`src/rtl/dm_mem_arb.sv`:
```
// Round-robin arbiter sharing the single debug-memory port among NrPorts requesters.
// Optional per-port grant counters are enabled with `define DM_MEM_ARB_STATS_EN.
module dm_mem_arb #(
   parameter int unsigned NrPorts   = 2,
   parameter int unsigned AddrWidth = 32,
   parameter int unsigned DataWidth = 32
) (
   input  logic                             clk_i,
   input  logic                             rst_i,
   input  logic                             dmactive_i,
   input  logic [NrPorts-1:0]               req_i,
   input  logic [NrPorts-1:0]               we_i,
   input  logic [NrPorts*AddrWidth-1:0]     addr_i,
   input  logic [NrPorts*(DataWidth/8)-1:0] be_i,
   input  logic [NrPorts*DataWidth-1:0]     wdata_i,
   output logic [NrPorts-1:0]               gnt_o,
   output logic [NrPorts-1:0]               rvalid_o,
   output logic [DataWidth-1:0]             rdata_o,
   output logic                             mem_req_o,
   output logic                             mem_we_o,
   output logic [AddrWidth-1:0]             mem_addr_o,
   output logic [DataWidth/8-1:0]           mem_be_o,
   output logic [DataWidth-1:0]             mem_wdata_o,
   input  logic [DataWidth-1:0]             mem_rdata_i
`ifdef DM_MEM_ARB_STATS_EN
   ,
   output logic [NrPorts*16-1:0]            grant_cnt_o
`endif
);

   localparam int unsigned BeWidth  = DataWidth / 8;
   localparam int unsigned PtrWidth = (NrPorts > 1) ? $clog2(NrPorts) : 1;

   // Handshake: a requester holds req_i and its fields stable until gnt_o (same
   // cycle); rvalid_o follows exactly one cycle after gnt_o and also acks writes.
   logic [PtrWidth-1:0] rr_q, rr_d;
   logic [NrPorts-1:0]  resp_q, gnt;
   logic                found;

   // Two passes: ports at or above the pointer first, then the wrapped ones.
   always_comb begin
      gnt   = '0;
      found = 1'b0;
      rr_d  = rr_q;
      for (int unsigned k = 0; k < NrPorts; k++) begin
         if (!found && req_i[k] && (k >= 32'(rr_q))) begin
            found  = 1'b1;
            gnt[k] = 1'b1;
            rr_d   = PtrWidth'((k + 1) % NrPorts);
         end
      end
      for (int unsigned k = 0; k < NrPorts; k++) begin
         if (!found && req_i[k]) begin
            found  = 1'b1;
            gnt[k] = 1'b1;
            rr_d   = PtrWidth'((k + 1) % NrPorts);
         end
      end
      if (!dmactive_i || rst_i) begin
         gnt  = '0;
         rr_d = rr_q;
      end
   end

   always_comb begin
      mem_we_o    = 1'b0;
      mem_addr_o  = '0;
      mem_be_o    = '0;
      mem_wdata_o = '0;
      for (int unsigned k = 0; k < NrPorts; k++) begin
         if (gnt[k]) begin
            mem_we_o    = we_i[k];
            mem_addr_o  = addr_i[k*AddrWidth +: AddrWidth];
            mem_be_o    = be_i[k*BeWidth +: BeWidth];
            mem_wdata_o = wdata_i[k*DataWidth +: DataWidth];
         end
      end
   end

   always_ff @(posedge clk_i or posedge rst_i) begin
      if (rst_i) begin
         rr_q   <= '0;
         resp_q <= '0;
      end else begin
         rr_q   <= rr_d;
         resp_q <= gnt;
      end
   end

   assign gnt_o     = gnt;
   assign mem_req_o = |gnt;
   assign rvalid_o  = resp_q;
   assign rdata_o   = mem_rdata_i;

`ifdef DM_MEM_ARB_STATS_EN
   logic [NrPorts-1:0][15:0] cnt_q;

   // Saturating counters; an inactive debug module wipes the statistics.
   always_ff @(posedge clk_i or posedge rst_i) begin
      if (rst_i) begin
         cnt_q <= '0;
      end else begin
         for (int unsigned k = 0; k < NrPorts; k++) begin
            if (!dmactive_i) begin
               cnt_q[k] <= '0;
            end else if (gnt[k] && (cnt_q[k] != 16'hFFFF)) begin
               cnt_q[k] <= cnt_q[k] + 16'd1;
            end
         end
      end
   end

   assign grant_cnt_o = cnt_q;
`endif

endmodule

```
`config.mk`:
```
export PLATFORM = sky130hd
export DESIGN_NAME = dm_mem_arb
export DESIGN_NICKNAME = d
export VERILOG_FILES = /design/src/rtl/dm_mem_arb.sv
export SDC_FILE = /design/constraint.sdc
export NUM_CORES = 1
export LEC_CHECK = 0
export ABC_CLOCK_PERIOD_IN_PS = 3700
export BUFFER_PORTS_ARGS = -buffer_cell sky130_fd_sc_hd__buf_2
export CORE_AREA = 2 2 108 110
export CTS_CLUSTER_DIAMETER = 100
export DETAILED_ROUTE_END_ITERATION = 8
export DIE_AREA = 0 0 110 112
export PLACE_DENSITY = 0.49
export SYNTH_ARGS = -nofsm -noshare
export SYNTH_HDL_FRONTEND = slang
export SYNTH_SLANG_ARGS = --single-unit
export TNS_END_PERCENT = 20
```
`constraint.sdc`:
```
create_clock -name clk_i -period 3.7 [get_ports clk_i]
set_clock_uncertainty 0.2 [all_clocks]
set_input_delay 0.74 -clock clk_i [delete_from_list [all_inputs] [get_ports clk_i]]
set_output_delay 0.74 -clock clk_i [all_outputs]
set_load 0.1 [all_outputs]
```
# Word level (Yosys, flattened, before mapping)
# Cells that the tools add are included.
[op_classes]
n_reduce_logical = 12
shift = 0
muxes = 19
multipliers = 0
magnitude_cmp = 1
bitwise_logic = 1
n_div = 0
n_eq_ne = 0
addsub = 0
[ops]
columns = ["cell", "n"]
rows = [
  ["$mux W32", 4],
  ["$mux W1", 12],
  ["$mux W4", 2],
  ["$logic_and A1 B1 Y1", 4],
  ["$logic_not A1 Y1", 4],
  ["$reduce_bool A4 Y1", 1],
  ["$mux W2", 1],
  ["$reduce_and A2 Y1", 1],
  ["$reduce_or A2 Y1", 1],
  ["$ge A1 B1 Y1 const A", 1],
  ["$logic_or A1 B1 Y1", 1],
  ["$not A1 Y1", 1],
]
[word_totals]
register_bits = 3
mem_bits_ro = 0
ram_bits = 0
latch_bits = 0
input_bits = 175
n_memories = 0
elab_cells = 35

# Depth between registers and ports, before layout
[logic_depth]
depth_word = 15
mapped_depth = 5
depth_no_buf = 3

# Worst setup path after synthesis
# OpenSTA, ideal clock, no wires.
[synth_path]
kind = "input port to output port"
from = "input rst_i"
to = "output mem_addr_o[22]"
cell_stages = 4
arrival_ns = 2.457
required_ns = 2.760
slack_ns = 0.303
path_cell_list = "nand3b_1 a21oi_2 buf_2 a22o_1"
[synth_rtl]
columns = ["element", "line_no", "rtl"]
rows = [
  ["from (decl)", "9", "input logic rst_i,"],
  ["$logic_or A1 B1 Y1", "59", "if (!dmactive_i || rst_i) begin"],
  ["$mux W2", "59", ""],
  ["net gnt_o[1]", "16", "output logic [NrPorts-1:0] gnt_o,"],
  ["$mux W32", "71", "if (gnt[k]) begin"],
  ["to (decl)", "21", "output logic [AddrWidth-1:0] mem_addr_o,"],
]
# The timed path passes the listed nets, and every way through them passes these cells.

# Final worst setup path
[layout_path]
from = "input rst_i"
to = "output gnt_o[0]"
[layout_between]
elab_chain_cells = 2
[layout_rtl]
columns = ["element", "line_no"]
rows = [
  ["$logic_or A1 B1 Y1", "59"],
  ["$mux W2", "59"],
  ["to (decl)", "16"],
]
# Every way passes these cells.

==> impl_metrics.yaml <==
run_status:
  run_status: "finished, final reports clean"
logic_synthesis:
  synth-warning-count: 0
  post_synth_num_cell_types: 13
  ys_seq_area_frac: 0.0680
  yosys_register_bits: 3
  syn-num-nets: 303
  synthesis.area_sq_um: 1100
  syn_avg_cell_area_sq_um: 8.63
  post_synth_inst_count: 128
grt:
  grt_antenna_before_repair: 0
  grt_start_max_net_pins: 53
  grt_util_all_layers: 0.0820
  grt_remaining_overflow: 0
  global_route_wire_length_before_repair_um: 8020
  first_global_vias: 1705
power:
  p_int_w: 0.000351
  power.share.combinational: 0.729
  post-layout-total-power_w: 0.000762
  power.static_leakage_nw: 1.42
  power.switching_w: 0.000411
  p_per_area_nw_per_um2: 287
  power.share.clock: 0.222
  vdd_drop_max_v: 0.000210
  swShare: 0.540
  p_seq_frac: 0.049
floorplanning:
  core-area_sq_um: 11200
  pin_count: 281
  std_cell_rows: 39
  dieWidth_um: 110
  dieArea_sq_um: 12300
  die_height_um: 112
  floorplan.initialDensity: 0.0989
critical_path:
  timing.critical_path.arrival_ps: 2220
  setup.worst_path.class: "input pin to output port"
  cp_cell_sequence: "buf_2 -> nor2b_1 -> and3_4 -> buf_12 -> buf_2"
  crit_path_max_fanout: 37
  critPathMaxStageDelay_ps: 470
  critical_path.most_common_cell: "sky130_fd_sc_hd__buf_2"
  startpoint_type: "input pin"
  cp.required_ps: 2760
  timing.critical_path.slowest_stage_cell: "sky130_fd_sc_hd__and3_4"
  timing.critical_path.to_type: "output port"
clocking:
  cts-htree-levels: 1
  cts.sink_count: 3
  cts_root_buf: "sky130_fd_sc_hd__clkbuf_16"
  postCtsSetupRepairBufs: 0
  tritoncts.num_buffers: 3
  clk_pin_slew_worst_paths_ps: 30
  max-clock-path-buffers: 2
  cts_tree: "done"
  cts-hold-fix-buffers: 0
  clkLatencyLatePin_ps: 220
  quantity_of_gates_resized_following_cts: 0
flow_run:
  max_cap_viol_count: 0
place:
  gp_congestion: 0.682
  place_hpwl_um: 4930
  place.port_buffers: 216
  dpl_cell_area_sq_um: 2580
timing:
  final_hold_viol_count: 0
  slew_violations: 0
  fin_crit_sh: 0.853
  finalSetupViolations: 0
  slew_headroom: 0.667
  totalNegativeSetupSlack_ps: 0
  clock.fmax_mhz: 317
  timing_worst_slew_pin_value_ps: 503
  timing.final.crit_period_ps: 3160
  rsz_0062_raised_after_global_routing: "false"
finish:
  share_of_final_layout_standard_cells_stronger_than_drive_strength_1: 0.737
  nNetsFinal: 480
  diodes: 0
  final_instance_area_sq_um: 2660
  layout-area-overhead-vs-synth_pct: 141
route:
  wirelength_um: 5790
  drt_drc_violations_left: 0
  drt_first_pass_iters: 4
  vias_per_cell: 4.01
  detail_route.wl_per_cell_um: 12.9
  detail_route.iter0.violations: 63
  via_count: 1792
  ant_nets: 0
min_path:
  hold_path.class: "input pin to async pin"
final timing paths:
path                             startpoint               endpoint  slack (ps)  cells after the start
max in group asynchronous             rst_i       rr_q$_DFFE_PP0P_        2930                      2
min in group clk_i         rr_q$_DFFE_PP0P_       rr_q$_DFFE_PP0P_         390                      2
setup reg to reg           rr_q$_DFFE_PP0P_       rr_q$_DFFE_PP0P_        2150                      4
hold / removal                        rst_i  rvalid_o[1]$_DFF_PP0_         220                      2
setup / recovery                      rst_i               gnt_o[0]         540                      5
hold reg to reg            rr_q$_DFFE_PP0P_       rr_q$_DFFE_PP0P_         390                      2
worst max-delay path: cells and delay by family:
kind / cells / cell delay, ps
and+or+nand+nor: 2 / 610
buffers and inverters: 3 / 820
layer usage:
layer | GRT usage | share of wire
met5 | 0 | 0
met4 | 0.0101 | 0.011
met3 | 0.0299 | 0.13
met2 | 0.153 | 0.52
met1 | 0.0889 | 0.35
metrics by stage:
step	util	cells	setup slack (ps)	hold WS [ps]
CTS	0.238	447	535	221
finish	0.238	447	543	221
floorplan	-	128	303	294
global placement	0.231	443	564	381
detailed placement	0.231	443	535	390
global route	0.238	447	449	234
cell type report:
type                            instances  area [sq um]
Clock buffer                            4          78.8
Multi-Input combinational cell         76           664
Fill cell                            1231          8520
Sequential cell                         3          75.1
Inverter                                2          7.51
Timing Repair Buffer                  219          1650
Tap cell                              143           179
logic make-up (layout without fill, tap and decap cells):
| family | after synthesis | after routing | synth area share |
|---|---|---|---|
| AOI/OAI and AO/OA | 72 | 72 | 0.569 |
| and+or+nand+nor | 4 | 4 | 0.0260 |
| DFF | 3 | 3 | 0.0679 |
| buffers and inverters | 49 | 225 | 0.337 |
flip-flops by register name, indices dropped and copies added (netlist names):
| signal | flops |
|---|---|
| rr_q | 1 |
| rvalid_o | 2 |
synth_stat cells (all sizes together):
cell / n / area share
a22o: 69 / 0.55
buf: 47 / 0.33
dfrtp: 3 / 0.068
inv: 2 / 0.0068
a21oi: 1 / 0.0079
and3: 1 / 0.010
nand2: 1 / 0.0034
nand3b: 1 / 0.0068
nor2b: 1 / 0.0057
o21a: 1 / 0.0068
o21bai: 1 / 0.0068
cells in the final DEF, fill, tap and decap left out, drive strengths merged:
| master | count |
|---|---|
| nand2 | 1 |
| o21a | 1 |
| and3 | 1 |
| o21bai | 1 |
| dfrtp | 3 |
| inv | 2 |
| nand3b | 1 |
| nor2b | 1 |
| a21oi | 1 |
| buf | 219 |
| clkbuf | 4 |
| a22o | 69 |
power groups by stage:
stage | logic [W] | clock network (W) | registers [W]
6_report | 0.000555 | 0.000169 | 0.0000372
5_1_grt | 0.000578 | 0.000179 | 0.0000376
4_1_cts | 0.000559 | 0.000173 | 0.0000372
3_5_place_dp | 0.000558 | 0 | 0.0000374
3_3_place_gp | 0.000556 | 0 | 0.0000373
2_1_floorplan | 0.000526 | 0 | 0.0000441
(Power assumes the default switching activity.)
